[config.mk]
export PLATFORM = sky130hd
export DESIGN_NAME = fetch_stage
export DESIGN_NICKNAME = d
export VERILOG_FILES = /design/src/rtl/fetch_stage.sv
export SDC_FILE = /design/constraint.sdc
export NUM_CORES = 1
export LEC_CHECK = 0
export CAP_MARGIN = 20
export CORE_ASPECT_RATIO = 1.5
export CORE_MARGIN = 2
export CORE_UTILIZATION = 40
export CTS_CLUSTER_SIZE = 20
export DETAILED_ROUTE_END_ITERATION = 10
export PLACE_DENSITY = 0.85
export SYNTH_ARGS = -nofsm -noshare
export SYNTH_HDL_FRONTEND = slang
export SYNTH_SLANG_ARGS = --single-unit
[constraint.sdc]
create_clock -name clk -period 1.65 [get_ports clk]
set_input_delay 0.33 -clock clk [delete_from_list [all_inputs] [get_ports clk]]
set_output_delay 0.33 -clock clk [all_outputs]
set_load 0.01 [all_outputs]
[src/rtl/fetch_stage.sv]
// Instruction fetch stage: PC register, IF/ID pipeline register and a BOOT/RUN/FAULT
// control FSM handling redirect, flush, stall and shared-memory contention.
module fetch_stage #(
  parameter logic [31:0] RESET_PC  = 32'h0000_0000,
  parameter logic [31:0] NOP_INSTR = 32'h0000_0013
) (
  input  logic        clk,
  input  logic        rst_n,
  output logic [5:0]  imem_addr,
  input  logic [31:0] imem_data,
  input  logic        stall,
  input  logic        flush,
  input  logic        redirect_valid,
  input  logic [31:0] redirect_pc,
  input  logic        mem_busy,
  output logic [31:0] pc,
  output logic [31:0] ifid_pc,
  output logic [31:0] ifid_instr,
  output logic        ifid_valid,
  output logic        fault
);

  localparam int unsigned XLEN    = 32;
  localparam int unsigned IADDR_W = 6;

  typedef enum logic [1:0] {
    BOOT  = 2'd0,
    RUN   = 2'd1,
    FAULT = 2'd2
  } state_t;

  state_t            state, state_next;
  logic [XLEN-1:0]   pc_next, ifid_pc_next, ifid_instr_next;
  logic              ifid_valid_next, fault_next;
  logic              bubble;

  // Word address into the 64-entry instruction memory; upper PC bits are ignored.
  assign imem_addr = pc[IADDR_W+1:2];

  // State and pipeline registers.
  always_ff @(posedge clk or negedge rst_n) begin
    if (!rst_n) begin
      state      <= BOOT;
      pc         <= RESET_PC;
      ifid_pc    <= '0;
      ifid_instr <= NOP_INSTR;
      ifid_valid <= 1'b0;
      fault      <= 1'b0;
    end else begin
      state      <= state_next;
      pc         <= pc_next;
      ifid_pc    <= ifid_pc_next;
      ifid_instr <= ifid_instr_next;
      ifid_valid <= ifid_valid_next;
      fault      <= fault_next;
    end
  end

  // Next-state logic; events in RUN are prioritised redirect > flush > stall > mem_busy.
  always_comb begin
    state_next      = state;
    pc_next         = pc;
    ifid_pc_next    = ifid_pc;
    ifid_instr_next = ifid_instr;
    ifid_valid_next = ifid_valid;
    bubble          = 1'b0;

    case (state)
      BOOT: state_next = RUN;
      RUN: begin
        if (redirect_valid) begin
          bubble = 1'b1;
          if (redirect_pc[1:0] == 2'b00) begin
            pc_next = redirect_pc;
          end else begin
            state_next = FAULT;
          end
        end else if (flush) begin
          bubble = 1'b1;
        end else if (stall) begin
          bubble = 1'b0;
        end else if (mem_busy) begin
          bubble = 1'b1;
        end else begin
          ifid_instr_next = imem_data;
          ifid_pc_next    = pc;
          ifid_valid_next = 1'b1;
          pc_next         = pc + XLEN'(4);
        end
      end
      FAULT: bubble = 1'b1;
      default: begin
        state_next = BOOT;
        bubble     = 1'b1;
      end
    endcase

    if (bubble) begin
      ifid_valid_next = 1'b0;
      ifid_instr_next = NOP_INSTR;
      ifid_pc_next    = '0;
    end

    fault_next = (state_next == FAULT);
  end

endmodule
# Word-level counts from Yosys, hierarchy flattened
# Cells that the tools add are included.
[totals] inputBits=70 regBits=100 out_inout_bits=104 word_cells=54
[classes] eq_ne=11 muxes=31 addsub=1 reduce_logical=5
[ops] operator="two-way mux 32 bit" count=17
[ops] operator="adder 32 x 3 -> 32 bit, second input constant" count=1
[ops] operator="!= test 2 x 1 -> 1 bit, second input constant" count=7
[ops] operator="two-way mux 1 bit" count=10
[ops] operator="AND reduction 5 bit" count=2
[ops] operator="case mux 2 bit (3 select lines)" count=1
[ops] operator="equality test 2 bit, second input constant" count=2
[ops] operator="zero test 2 bit" count=2
[ops] operator="two-way mux 2 bit" count=2
[ops] operator="equality test 2 x 1 -> 1 bit, second input constant" count=1
[ops] operator="!= test 2 bit, second input constant" count=1
[ops] operator="case mux 1 bit (2 select lines)" count=1
[ops] operator="nonzero test 2 bit" count=1

# Depth between registers and ports, before layout
[depth] word_depth=7 ltp_mapped=8 mapped_depth_nobuf=6

# Least setup slack after synthesis
# Ideal clock, no wire load.
[synth_timing] kind="register -> register" from="reg pc[2]" to="reg pc[26]" stages_incl_launch_ff=7 arrival_ns=1.699 setup_ns=0.069 path_buffers=0 required_time_ns=1.581 setup_slack_ns=-0.118 cell_sequence="dfrtp_1 -> ha_1 -> nand2_1 -> nor2_8 -> nand3_1 -> or4_1 -> nand3_1"
[synth_between] elab_chain_cells=5
[synth_rtl] element="from (decl)" line="16" source="output logic [31:0] pc,"
[synth_rtl] element="from (signal assigned)" line="51" source="pc <= pc_next;"
[synth_rtl] element="adder 32 x 3 -> 32 bit" line="88" source="pc_next = pc + XLEN'(4);"
[synth_rtl] element="two-way mux 32 bit" line="82" source="end else if (mem_busy) begin"
[synth_rtl] element="two-way mux 32 bit" line="80" source="end else if (stall) begin"
[synth_rtl] element="two-way mux 32 bit" line="78" source="end else if (flush) begin"
[synth_rtl] element="two-way mux 32 bit" line="71" source="if (redirect_valid) begin"
# Every way passes these cells. The select of a mux whose other input is x is not followed.
# A chain may end at the register's enable or synchronous reset.

# Worst setup path after layout
[layout_timing] from="in mem_busy" to="reg pc[30]"
[layout_between] elab_chain_cells=2
[layout_rtl] element="from (decl)" line="15" source="input logic mem_busy,"
[layout_rtl] element="!= test 2 bit (no source line)"
[layout_rtl] element="AND reduction 5 bit (no source line)"
# Every way passes these cells.

==> results.cfg <==
[power]
power_frac_seq = 0.353
combPwrFrac = 0.427
powerDensity_nw_per_um2 = 1240
leakagePower_nw = 3.43
ir_worst_vdd_v = 0.000675
intPower_w = 0.00584
total_power_w = 0.00921
power.switching_w = 0.00337
swShare = 0.366
pwr-share-clk = 0.220

[clock_tree]
cts_sinks = 100
clock-root-buffer = clkbuf_16
clock_path_buffers = 2
htreeDepth = 3
clk_latency_ns = 0.35
cts_tree = built
cts_buffers = 9
clk_pin_slew_worst_paths_ns = 0.07

[drt]
routed_wl_mm = 15.2
ant_nets = 0
remaining_drc_errors = 0
num_vias = 4454
drt_iter0_markers = 205
wl_per_cell_microns = 18.8
dr.pass1.iters = 6
routed_via_density = 5.48

[final_layout]
antenna_cells = 0
syn_to_final_growth_pct = 63.6
fin_nets = 732
drive_above_1_share = 0.221
stdcell_count = 813

[critical_path]
rr_worst_depth = 6
crit_slowest_cell = clkdlybuf4s50_1
crit_family = simple AND/OR/NAND/NOR gates
cp_num_buf_inv = 2
start_kind = input port
worstSetupPathType = input port to register
critPathMaxFanout = 8
r2r_setup_slack_ns = 0.04
slowest_delay_ns = 0.46
crit_chain = clkdlybuf4s50_1 > nor3_2 > o211a_1 > buf_6 > a21oi_1 > or4_1 > nand3_1
crit_path_start = mem_busy
required_ns = 1.93
r2r-start = pc[8]
crit_arrival_ns = 1.91
reg2reg_to = pc[30]
cp-end-kind = register

[synthesis]
synth_most_common_cell = dfrtp_1
syn-num-nets = 490
ys_async_sr_fraction = 1.00
ys_top_cells_by_area = dfrtp_1 54%, a22o_1 9.9%, nand2_1 5.1%
syn-cell-area_sq_um = 4520
ys_warn_count = 0
seq_area_frac_synth = 0.554
synth_top_area_frac = 0.537
avgSynthCellArea_sq_um = 10.8
synth-edff-count = 0
yosys.area.top_type = dfrtp_1
synth.distinct_cells = 51
synth_ff_type = dfrtp_1
synth_seq_cells = 100
synthCells = 419
synthTopCellsByCount = 97 x dfrtp_1, 61 x nand2_1, 51 x a22o_1, 22 x nand3_1

[timing]
finalClockSkew_ns = 0.0128
fmax_ghz = 0.616
whs_ns = 0.457
slew_headroom = 0.736
final-hold-violation-count = 0
slew_viol_final = 0
setup_viol = 0
rsz0062_at_grt = yes
finalCritPeriodShare = 0.984
fin_crit_ns = 1.62
tightest_slew_ns = 0.395

[floorplanning]
start_util = 0.409
core_sq_um = 11100
dieArea_sq_um = 12200
die_height_microns = 134
ioPinCount = 174
rows = 47
die_w_microns = 90.8

[global_routing]
grt-ovfl-total = 0
antenna_found_initial = 0
grt_max_degree = 35
grt_pass1_wl_mm = 24.5
grt_use_total = 0.251
grt_pass1_vias = 4755

[run]
maxCapViolations = 0

[place]
place_hpwl_mm = 11.4
dpl.cell_count = 784
io_buffers = 173
routabilityCongestion = 0.890

[worst_hold_path]
hold_path_class = input port to async pin

[status]
status = finished, final reports clean
cell families after synthesis:
logic type	synth area share
and+or+nand+nor	0.166
muxes	0.0111
buffers and inverters	0.0426
AOI/OAI and AO/OA	0.223
DFF	0.554
adders and majority gates	0.00277
cell usage in the layout (no fill, tap or decap), types with 4 or more instances in the layout:
cell / synthesis / routed
nor3_1: 6 / 4
nand2_1: 61 / 59
clkbuf_16: 0 / 9
nand4_1: 5 / 5
buf_4: 6 / 80
buf_12: 0 / 5
nor2_1: 18 / 16
o21ai_0: 15 / 14
a32oi_1: 4 / 4
dfrtp_1: 97 / 90
clkdlybuf4s50_1: 0 / 129
dlygate4sd2_1: 0 / 39
a21oi_1: 19 / 17
inv_1: 5 / 5
o22a_1: 4 / 4
dlymetal6s2s_1: 0 / 4
and2_1: 4 / 4
buf_6: 0 / 6
o22ai_1: 8 / 7
o311ai_1: 4 / 4
nand3_1: 22 / 20
a22o_1: 51 / 51
mux2i_1: 5 / 5
dfrtp_2: 0 / 7
through the flow:
step	worst slack (ns)	TNS [ns]	utilization	instance area, sq um
2_1_floorplan	0.00637	0	-	4540
3_3_place_gp	-0.386	-21.68	0.628	6950
3_5_place_dp	-0.462	-25.91	0.628	6950
4_1_cts	0.00144	0	0.657	7270
5_1_grt	-0.0284	-0.0822	0.669	7400
6_report	0.0268	0	0.669	7400
final cells by class:
| class | count | area [sq um] |
|---|---|---|
| Tap cell | 147 | 184 |
| Timing Repair Buffer | 265 | 2480 |
| Clock buffer | 10 | 239 |
| Sequential cell | 100 | 2510 |
| Multi-Input combinational cell | 280 | 1920 |
| Fill cell | 886 | 3660 |
| Inverter | 5 | 18.8 |
| Clock inverter | 6 | 48.8 |
how the worst max path moves through the flow:
stage | endpoint | slack [ns] | cells after the start
2_1_floorplan | pc[30] | 0.006 | 6
3_3_place_gp | pc[8] | -0.39 | 6
3_5_place_dp | pc[31] | -0.46 | 8
4_1_cts | pc[30] | 0.001 | 6
5_1_grt | pc[27] | -0.03 | 8
6_report | pc[30] | 0.03 | 7
flip-flops by register name, indices dropped and copies added, names as in the netlist:
register and count:
pc 32, state 2, ifid_valid 1, ifid_pc 32, fault 1, ifid_instr 32
repair_timing:
| item | 4_1_cts | 5_1_grt |
|---|---|---|
| resized for setup | 45 | 22 |
| hold buffers | 1 | 0 |
| endpoints found under the setup margin | 60 | 23 |
| hold endpoints to repair | 24 | 0 |
| pin swaps | 2 | 13 |
| setup buffers | 7 | 5 |
power groups by stage:
stage | Sequential [W] | Combinational [W] | Clock [W]
final | 0.00325 | 0.00393 | 0.00203
after global routing | 0.00330 | 0.00420 | 0.00214
after CTS | 0.00324 | 0.00383 | 0.00204
after detailed placement | 0.00331 | 0.00395 | 0
after global placement | 0.00329 | 0.00385 | 0
after floorplan | 0.00362 | 0.00132 | 0
routing by layer:
| metal | vias up | share of wire | global-route usage |
|---|---|---|---|
| met3 | 38 | 0.051 | 0.0489 |
| met2 | 186 | 0.55 | 0.459 |
| li1 | 2046 | - | - |
| met4 | 0 | 0.033 | 0.120 |
| met1 | 2184 | 0.37 | 0.278 |
| met5 | - | 0 | 0 |
(Power assumes the default switching activity.)
==> variant: new RTL, same flow settings <==
The output `fault` loses its register stage (`fault` becomes a continuous assignment).
--- a/src/rtl/fetch_stage.sv
+++ b/src/rtl/fetch_stage.sv
@@ -46,5 +46,4 @@
       ifid_instr <= NOP_INSTR;
       ifid_valid <= 1'b0;
-      fault      <= 1'b0;
     end else begin
       state      <= state_next;
@@ -53,7 +52,8 @@
       ifid_instr <= ifid_instr_next;
       ifid_valid <= ifid_valid_next;
-      fault      <= fault_next;
     end
   end
+
+  assign fault = fault_next;
 
   // Next-state logic; events in RUN are prioritised redirect > flush > stall > mem_busy.
Behaviour: not the same (Yosys sat finds a counterexample within 4 cycles, from zero or initial values and one cycle with rst_n low).
==> variant against the unedited design <==
The run now ends with negative setup slack left. Core utilization is 3.0 points higher. Routed wire length is 9.8% higher. Worst setup slack worse by 0.058 ns. Combinational power is 14% higher. Total power is 7.9% higher. Count of clock-buffer cells in the layout is 1 lower. Die area is 0.53% lower. Synthesized cell count is 0.24% lower. Sequential cell count is 1 lower. Area after synthesis is 0.55% lower. Non-clock buffer count is 23 higher. Design area is 3.9% higher. Critical path type is now flop to flop.
==> variant: results (changes against the unedited design) <==
| Metric | Value |
|---|---|
| WL per Instance | `20.1 microns (+7.0%)` |
| Failing checks | `negative setup slack` |
| Placed Area | `6940 sq um (-0.14%)` |
| Cells after synthesis | `418 (-0.24%)` |
| Total Wirelength | `16700 microns (+9.8%)` |
| Final setup viols | `8 (+8)` |
| Met3 Track Usage GR | `4.72% (-0.17 points)` |
| Root buf cell | `clkbuf_16` |
| NumNets Final | `754 (+3.0%)` |
| Met1 wire length | `5990 microns (+6.6%)` |
| Synth cell types | `51 (unchanged)` |
| Met1 Use GR | `30.0% (+2.2 points)` |
| Num CTS Buffers | `9 (unchanged)` |
| Hold Crit Class | `input port to flop` |
| Clk Latency, worst-skew pair | `0.35 ns (about the same)` |
| Status | `complete, but fails checks` |
| Crit-path max FO | `7 (-1)` |
| CTS max path bufs | `2 (unchanged)` |
| Final Worst Setup Slack | `-0.0315 ns (-0.0584 ns)` |
| H-tree depth | `3 (unchanged)` |
| Routed length on met3 | `921 microns (+17%)` |
| Share of layout cells above drive strength 1 | `26.8% (+4.7 points)` |
| Met2 Use GR | `47.1% (+1.1 points)` |
| Synth top area cells | `dfrtp_1 53%, a22o_1 9.9%, nand2_1 5.1%` |
| Top sig layer | `met4` |
| Slew @ Worst Pin | `0.371 ns (-0.0241 ns)` |
| Largest net degree at the start of global routing | `57 (+63%)` |
| Sequential share of the synthesized area | `55.1% (-0.25 points)` |
| IR drop worst, VDD | `691 uV (+2.3%)` |
| Vias in the first global route | `4841 (+1.8%)` |
| Mapped Nets | `489 (-0.20%)` |
| DP Wirelength | `11700 microns (+2.0%)` |
| Total GRT Usage | `26.5% (+1.4 points)` |
| Via-per-instance ratio | `5.67 (+3.5%)` |
| Met2 wire len | `9060 microns (+8.6%)` |
| Gpl congestion | `0.953 (+7.0%)` |
| Commonest cells post-synth | `96 x dfrtp_1, 61 x nand2_1, 51 x a22o_1` |
| First-pass GRT wire length | `25300 microns (+3.5%)` |
| Placed cell count | `785 (+0.13%)` |
| IO buf count | `173 (unchanged)` |
| Antenna violations before repair | `0 (unchanged)` |
| DRT iter0 DRCs | `365 (+78%)` |
| Clock slew at reported path FFs | `0.06 ns` |
| Layout Skew | `0.00717 ns (-0.00564 ns)` |
| Top Registers | `ifid_instr x32, ifid_pc x32, pc x32` |
| Drt pass-1 iters | `5 (-1)` |
| Leak | `0.00360 uW (+4.9%)` |
| Pre-CTS setup slack | `-0.521 ns (-0.0590 ns)` |
## variant: cell types whose count changed in the layout (fill, tap and decap cells not counted), moves of 3 or more
cell             delta
clkdlybuf4s15_1     +3
clkdlybuf4s50_1     -3
dlygate4sd2_1       -4
buf_6               +4
buf_4              +17
nor2_1              -3
dlymetal6s2s_1      +3
## variant: per-stage QoR
stage	setup TNS (ns)	utilization [%]	hold WS (ns)
after floorplan	0	-	0.0344
after detailed placement	-35.13	63.1	0.319
after global routing	-1.30	69.9	0.468
after global placement	-29.71	63.1	0.320
after CTS	-0.0133	67.0	0.483
final	-0.109	69.9	0.428
## variant: area by class of cell
| type | count | area (sq um) |
|---|---|---|
| clock inverter | 6 | 91.3 |
| tap | 147 | 184 |
| inverter | 5 | 18.8 |
| clock buffer | 9 | 225 |
| multi-input combinational | 280 | 2000 |
| sequential | 99 | 2490 |
| timing repair buffer | 288 | 2680 |
| fill | 799 | 3310 |
## variant: what timing repair did
item	4_1_cts	5_1_grt
hold buffers	1	0
cloned	0	1
endpoints found under the hold margin	3	0
gates resized for setup	58	47
pin swaps	2	16
endpoints found under the setup margin	92	48
buffers inserted	14	19
## variant: logic make-up (layout without fill, tap and decap cells)
group | after synthesis | count (layout) | share of synthesized area [%]
and+or+nand+nor | 142 | 142 | 16.7
buffers and inverters | 39 | 308 | 4.28
adders and majority gates | 1 | 1 | 0.278
muxes | 5 | 5 | 1.11
DFF | 99 | 99 | 55.1
AOI/OAI and AO/OA | 132 | 132 | 22.4
## variant: report_power, final
| group | switching (uW) | internal [uW] |
|---|---|---|
| registers | 374 | 2850 |
| logic | 2270 | 2210 |
| clock network | 914 | 1330 |
| total | 3550 | 6390 |
## variant: worst paths after layout
| kind | end | from | slack [ns] | cells after the start |
|---|---|---|---|---|
| worst min register to register | ifid_pc[24]$_DFFE_PN0P_ | ifid_pc[24]$_DFFE_PN0P_ | 0.48 | 2 |
| worst max register to register | pc[29]$_DFFE_PN0P_ | pc[3]$_DFFE_PN0P_ | -0.03 | 7 |
| worst max-delay path | pc[29]$_DFFE_PN0P_ | pc[3]$_DFFE_PN0P_ | -0.03 | 7 |
| min in group asynchronous | ifid_instr[4]$_DFFE_PN1P_ | rst_n | 0.51 | 2 |
| worst min-delay path | state[0]$_DFF_PN0_ | redirect_pc[0] | 0.43 | 5 |
| max in group asynchronous | ifid_instr[3]$_DFFE_PN0P_ | rst_n | 0.53 | 4 |
## variant: critical path, stage by stage (launching register included)
cell and delay, ns:
dfrtp_2 0.38, buf_6 0.12, nand4_1 0.17, nor4_4 0.34
buf_6 0.18, nand3_2 0.08, mux2i_1 0.19, a32oi_1 0.09
